`src/rtl/instmem_pkg.sv`:
```
// Shared definitions for the 256x9 instruction memory and its companions
// (loader, fetch path).
//
// Contents:
//   INSTMEM_ADDR_W  - instruction memory address width (depth = 2**ADDR_W)
//   INSTMEM_INST_W  - instruction width, fixed at 9 by the ISA
//   loader_state_t  - loader FSM states; CSUM is only reachable when the
//                     loader is built with INSTMEM_LOADER_CSUM_EN
package instmem_pkg;

  localparam int INSTMEM_ADDR_W = 8;
  localparam int INSTMEM_INST_W = 9;

  typedef enum logic [2:0] {
    IDLE = 3'd0,
    LEN  = 3'd1,
    LO   = 3'd2,
    HI   = 3'd3,
    CSUM = 3'd4,
    DONE = 3'd5,
    ERR  = 3'd6
  } loader_state_t;

endpackage

```
`src/rtl/instmem_loader_pack.sv`:
```
// Packs a low/high byte pair into one 9-bit instruction and produces the
// registered memory write strobe and data.
//
// Ports:
//   clk, rst_n  - clock, synchronous active-low reset
//   lo_load     - a LO byte is being accepted this cycle
//   hi_load     - a HI byte is being accepted this cycle
//   in_data     - the stream byte
//   hi_bad      - combinational: HI byte has nonzero bits 7:1
//   we          - registered write strobe, high one cycle after a good HI byte
//   wdata       - registered instruction {hi[0], lo}
module instmem_loader_pack
  import instmem_pkg::*;
#(
  parameter int INST_W = INSTMEM_INST_W
) (
  input  logic              clk,
  input  logic              rst_n,
  input  logic              lo_load,
  input  logic              hi_load,
  input  logic [7:0]        in_data,
  output logic              hi_bad,
  output logic              we,
  output logic [INST_W-1:0] wdata
);

  logic [7:0]        lo_reg;
  logic              we_reg;
  logic [INST_W-1:0] wdata_reg;
  logic [6:0]        pad_bits;

  // Only bit 0 of the HI byte carries data; every other bit must be zero.
  for (genvar gi = 1; gi < 8; gi++) begin : g_pad
    assign pad_bits[gi-1] = in_data[gi];
  end
  assign hi_bad = |pad_bits;

  always_ff @(posedge clk) begin
    if (!rst_n) begin
      lo_reg    <= '0;
      we_reg    <= 1'b0;
      wdata_reg <= '0;
    end else begin
      if (lo_load) begin
        lo_reg <= in_data;
      end
      // A rejected HI byte never produces a strobe.
      we_reg <= hi_load && !hi_bad;
      if (hi_load && !hi_bad) begin
        wdata_reg <= INST_W'({in_data[0], lo_reg});
      end
    end
  end

  assign we    = we_reg;
  assign wdata = wdata_reg;

endmodule

```
`src/rtl/instmem_loader.sv`:
```
// Instruction memory loader: accepts a byte stream (length byte, then
// LO/HI byte pairs) over valid/ready and writes one 9-bit instruction per
// pair into the instruction memory, starting at BASE_ADDR.
//
// Optional feature: define INSTMEM_LOADER_CSUM_EN to expect a trailing
// checksum byte (8-bit sum of the length byte and all payload bytes).
//
// Ports:
//   clk, rst_n         - clock, synchronous active-low reset
//   start              - one-cycle pulse arming a load (ignored while busy)
//   in_data, in_valid  - stream byte and its valid
//   in_ready           - a byte can be accepted this cycle (from state only)
//   mem_we, mem_addr,
//   mem_wdata          - registered memory write port
//   busy               - load in progress
//   done, err          - sticky completion / format error flags
//   count              - instructions written in the current load
module instmem_loader
  import instmem_pkg::*;
#(
  parameter int                  ADDR_W    = INSTMEM_ADDR_W,
  parameter int                  INST_W    = INSTMEM_INST_W,
  parameter logic [ADDR_W-1:0]   BASE_ADDR = '0
) (
  input  logic              clk,
  input  logic              rst_n,
  input  logic              start,
  input  logic [7:0]        in_data,
  input  logic              in_valid,
  output logic              in_ready,
  output logic              mem_we,
  output logic [ADDR_W-1:0] mem_addr,
  output logic [INST_W-1:0] mem_wdata,
  output logic              busy,
  output logic              done,
  output logic              err,
  output logic [ADDR_W:0]   count
);

  loader_state_t     state_reg;
  logic [ADDR_W-1:0] addr_reg;
  logic [ADDR_W-1:0] mem_addr_reg;
  logic [ADDR_W:0]   count_reg;
  logic [ADDR_W:0]   count_next;
  logic [ADDR_W:0]   n_reg;
  logic              busy_reg;
  logic              done_reg;
  logic              err_reg;
  logic              xfer;
  logic              hi_bad;
`ifdef INSTMEM_LOADER_CSUM_EN
  logic [7:0]        sum_reg;
`endif

  always_comb begin
    in_ready = 1'b0;
    case (state_reg)
      LEN, LO, HI: in_ready = 1'b1;
`ifdef INSTMEM_LOADER_CSUM_EN
      CSUM:        in_ready = 1'b1;
`endif
      default:     in_ready = 1'b0;
    endcase
  end

  assign xfer       = in_valid && in_ready;
  assign count_next = count_reg + 1'b1;

  instmem_loader_pack #(
    .INST_W (INST_W)
  ) u_pack (
    .clk     (clk),
    .rst_n   (rst_n),
    .lo_load (xfer && (state_reg == LO)),
    .hi_load (xfer && (state_reg == HI)),
    .in_data (in_data),
    .hi_bad  (hi_bad),
    .we      (mem_we),
    .wdata   (mem_wdata)
  );

  always_ff @(posedge clk) begin
    if (!rst_n) begin
      state_reg    <= IDLE;
      addr_reg     <= BASE_ADDR;
      mem_addr_reg <= BASE_ADDR;
      count_reg    <= '0;
      n_reg        <= '0;
      busy_reg     <= 1'b0;
      done_reg     <= 1'b0;
      err_reg      <= 1'b0;
`ifdef INSTMEM_LOADER_CSUM_EN
      sum_reg      <= '0;
`endif
    end else begin
      case (state_reg)
        IDLE, DONE, ERR: begin
          if (start) begin
            state_reg    <= LEN;
            addr_reg     <= BASE_ADDR;
            mem_addr_reg <= BASE_ADDR;
            count_reg    <= '0;
            busy_reg     <= 1'b1;
            done_reg     <= 1'b0;
            err_reg      <= 1'b0;
`ifdef INSTMEM_LOADER_CSUM_EN
            sum_reg      <= '0;
`endif
          end
        end
        LEN: begin
          if (xfer) begin
            // A zero length byte stands for a full 256-instruction image.
            n_reg     <= (in_data == 8'd0) ? (ADDR_W+1)'(256) : (ADDR_W+1)'(in_data);
            state_reg <= LO;
`ifdef INSTMEM_LOADER_CSUM_EN
            sum_reg   <= in_data;
`endif
          end
        end
        LO: begin
          if (xfer) begin
            state_reg <= HI;
`ifdef INSTMEM_LOADER_CSUM_EN
            sum_reg   <= sum_reg + in_data;
`endif
          end
        end
        HI: begin
          if (xfer) begin
            if (hi_bad) begin
              state_reg <= ERR;
              busy_reg  <= 1'b0;
              err_reg   <= 1'b1;
            end else begin
              // mem_addr tracks the address of the write the pack stage is
              // issuing next cycle; addr_reg already points past it.
              mem_addr_reg <= addr_reg;
              addr_reg     <= addr_reg + 1'b1;
              count_reg    <= count_next;
`ifdef INSTMEM_LOADER_CSUM_EN
              sum_reg      <= sum_reg + in_data;
`endif
              if (count_next == n_reg) begin
`ifdef INSTMEM_LOADER_CSUM_EN
                state_reg <= CSUM;
`else
                state_reg <= DONE;
                busy_reg  <= 1'b0;
                done_reg  <= 1'b1;
`endif
              end else begin
                state_reg <= LO;
              end
            end
          end
        end
`ifdef INSTMEM_LOADER_CSUM_EN
        CSUM: begin
          if (xfer) begin
            busy_reg <= 1'b0;
            if (in_data == sum_reg) begin
              state_reg <= DONE;
              done_reg  <= 1'b1;
            end else begin
              state_reg <= ERR;
              err_reg   <= 1'b1;
            end
          end
        end
`endif
        default: begin
          state_reg <= IDLE;
          busy_reg  <= 1'b0;
        end
      endcase
    end
  end

  assign mem_addr = mem_addr_reg;
  assign busy     = busy_reg;
  assign done     = done_reg;
  assign err      = err_reg;
  assign count    = count_reg;

endmodule

```
`config.mk`:
```
export PLATFORM = sky130hd
export DESIGN_NAME = instmem_loader
export DESIGN_NICKNAME = d
export VERILOG_FILES = /design/src/rtl/instmem_pkg.sv /design/src/rtl/instmem_loader_pack.sv /design/src/rtl/instmem_loader.sv
export SDC_FILE = /design/constraint.sdc
export NUM_CORES = 1
export LEC_CHECK = 0
export BUFFER_PORTS_ARGS = -buffer_cell sky130_fd_sc_hd__buf_4
export CAP_MARGIN = 10
export CORE_MARGIN = 2
export CORE_UTILIZATION = 45
export DETAILED_ROUTE_END_ITERATION = 16
export PLACE_DENSITY = 0.76
export SKIP_CTS_REPAIR_TIMING = 1
export SYNTH_ARGS = -nofsm -noshare
export SYNTH_HDL_FRONTEND = slang
export SYNTH_SLANG_ARGS = --single-unit
```
`constraint.sdc`:
```
create_clock -name clk -period 5.6 [get_ports clk]
set_input_delay 1.12 -clock clk [delete_from_list [all_inputs] [get_ports clk]]
set_output_delay 1.12 -clock clk [all_outputs]
set_load 0.02 [all_outputs]
```
==> results_dict.tcl <==
set metrics [dict create \
    hold_viol 0 \
    drt_iter0_markers 204 \
    wl_um 6288 \
    ys_seq_elements 58 \
    ir_drop_uv 177.0 \
    grt_pass1_vias 2286 \
    slew_viol_final 0 \
    rsz0062_at_grt "false" \
    coreArea_mm2 0.006241 \
    fillers 611 \
    syn_area_per_cell_um2 8.437 \
    clock_latency_ns 0.34 \
    yosys-top-cells-area "dfxtp_1 41%, nand2_1 8.5%, a21boi_0 7.1%" \
    finalWorstSetupSlack_ns 2.933 \
    critPathCaptureType "register" \
    final_layout_size_suffix_gt1_share_pct 18.45 \
    clockPowerShare_pct 41.1 \
    synthCells 339 \
    crit_type "in2reg" \
    cts-root-buf "clkbuf_8" \
    cap_viol_max_count 0 \
    r2r-end "addr_reg[7]$_SDFFE_PN0P_" \
    crit-reg2reg-launch "state_reg[1]$_SDFFE_PN0P_" \
    ant_nets 0 \
    initial_utilization_pct 45.83 \
    diodes 0 \
    grt_pass1_wl_um 10740 \
    grt.total_usage_pct 18.85 \
    ys_top_cells_by_count "65 x nand2_1, 58 x dfxtp_1, 27 x a21boi_0" \
    synth_edf_count 0 \
    combPwrFrac_pct 9.6 \
    ys_types 53 \
    hold_end "mem_addr[6]$_SDFFE_PN0P_" \
    synthFlopType "dfxtp_1" \
    dp_hpwl_um 4314 \
    clkTransAtPathRegs_ns 0.07 \
    slew_headroom_pct 38.08 \
    synthArstFlopShare_pct 0 \
    critPathLaunchType "input pin" \
    min_period_over_period_pct 47.62 \
    switchingPower_mw 0.2271 \
    num_rows 29 \
    worst-path-max-fanout 19 \
    drc_errors 0 \
    die_h_um 83.73 \
    hp-start "mem_addr[6]$_SDFFE_PN0P_" \
    holdWs_ns 0.4487 \
    period_needed_ns 2.667 \
    nets 383 \
    cts_buffer_depth 2 \
    cp.arrival_ns 2.93 \
    pwr-share-seq_pct 49.2 \
    skew_ns 0.01123 \
    ff2ff_path_depth 6 \
    placedCellCount 435 \
    overflow 0 \
    holdCritPathClass "reg2reg" \
    fmax_mhz 375.0 \
    timing.reg2reg.setup_slack_ns 2.95 \
    final_util_pct 53.89 \
    synthesis.area_mm2 0.002860 \
    tightest_slew_ns 0.9289 \
    num_vias 2456 \
    avgViaCountPerCell 5.446 \
    yosysWarnings 0 \
    dr.pass1.iters 4 \
    cellPowerDensity_mw_per_mm2 260.7 \
    antenna_found_initial 0 \
    dieArea_mm2 0.007010 \
    routedWlPerCell_um 13.94 \
    area_growth_syn_to_layout_pct 17.59 \
    routabilityCongestion 0.8196 \
    status "finished clean" \
    seq_area_frac_synth_pct 40.59 \
    fin_cells 451 \
    synth_nets 353 \
    io_pins 43 \
    cts_htree_levels 3 \
    grt_max_degree 54 \
    synth_top_area_cell "dfxtp_1" \
    netlist.area_leader.share_pct 40.59 \
    numCtsBuffers 9 \
    cts_tree "built" \
    setup_violations 0 \
    setup_tns_ns 0 \
    yosysMostFrequentCell "nand2_1" \
    numPortBuffers 42 \
    critPathRequiredTime_ns 5.86 \
    cts_sinks 58 \
    leakage_nw 1.257 \
    die_w_um 83.73 \
    holdPathStages 2 \
    place_ws_ns 2.575 \
    sw_frac_of_total_pct 25.90 \
    p_int_mw 0.6498 \
]
## critical path: stages
cell and delay (ns):
buf_4 0.12, nor4_2 0.28, nand2_2 0.20, o2bb2ai_4 0.47, nand4_2 0.20, or3_1 0.38, a21oi_1 0.14
## through the flow
step / total power, mW / cell area (µm²)
CTS: 0.8878 / 3363
finish: 0.8769 / 3363
floorplan: 0.4987 / 2860
global placement: 0.5243 / 3173
global route: 0.9149 / 3363
detailed placement: 0.5261 / 3173
## layout make-up
type	instances	area, µm²	share of cell area (%)
tap	77	96.34	2.865
timing repair buffer	42	315.3	9.375
multi-input combinational	257	1597	47.47
clock inverter	4	25.02	0.7440
sequential	58	1161	34.52
inverter	1	3.754	0.1116
clock buffer	12	165.2	4.911
## layout by cell type, fill, tap and decap left out, drive strengths merged, types with 2 or more instances in the layout
cell type,Yosys,routed
o211ai,2,2
a21boi,31,31
mux2i,9,9
a21oi,9,9
buf,10,42
and3b,2,2
ha,2,2
and3,4,4
o21bai,3,3
nand3,18,18
o2bb2ai,2,2
clkinv,0,2
xnor2,5,5
nor3b,4,4
and2,4,4
nand2,67,67
or3,2,2
nor3,4,4
a211oi,2,2
nand3b,4,4
nor2,20,20
dfxtp,58,58
nor2b,13,13
o21ai,14,14
nor4,3,3
o21a,3,3
xor2,13,13
clkbuf,13,12
clkinvlp,0,2
nand4,2,2
## worst max-delay path by stage
stage / startpoint / end / slack, ns / cells past startpoint
floorplan: in_data[4] / addr_reg[7]$_SDFFE_PN0P_ / 3.11 / 6
detailed placement: in_data[4] / addr_reg[7]$_SDFFE_PN0P_ / 2.57 / 7
global route: state_reg[1]$_SDFFE_PN0P_ / count[2]$_SDFFE_PN0P_ / 2.66 / 5
finish: in_data[4] / addr_reg[7]$_SDFFE_PN0P_ / 2.93 / 7
global placement: in_data[4] / addr_reg[7]$_SDFFE_PN0P_ / 2.64 / 7
CTS: state_reg[1]$_SDFFE_PN0P_ / addr_reg[7]$_SDFFE_PN0P_ / 2.92 / 6
## power by group through the flow
stage | logic, mW | registers (mW) | clock network [mW]
after floorplan | 0.0607 | 0.438 | 0
after global placement | 0.0837 | 0.441 | 0
after detailed placement | 0.0853 | 0.441 | 0
after CTS | 0.0856 | 0.431 | 0.371
after global routing | 0.0936 | 0.433 | 0.388
final | 0.0845 | 0.432 | 0.361
## per-layer routing
layer / vias to the layer above / track usage (%) / part of all wire (%)
li1: 1231 / - / -
met1: 1162 / 23.87 / 45
met2: 57 / 30.11 / 48
met3: 6 / 5.539 / 5.7
met4: 0 / 7.625 / 1.2
met5: - / 0 / 0
## logic make-up after synthesis
| family | count (synthesis) | synth area share [%] |
|---|---|---|
| DFF | 58 | 40.59 |
| xor gates and xnor gates | 18 | 5.774 |
| and+or+nand+nor | 152 | 26.60 |
| AOI/OAI and AO/OA | 76 | 19.42 |
| buffers and inverters | 24 | 3.587 |
| adders and majority gates | 2 | 0.8748 |
| muxes | 9 | 3.150 |
Power figures use the tool's default switching activity.
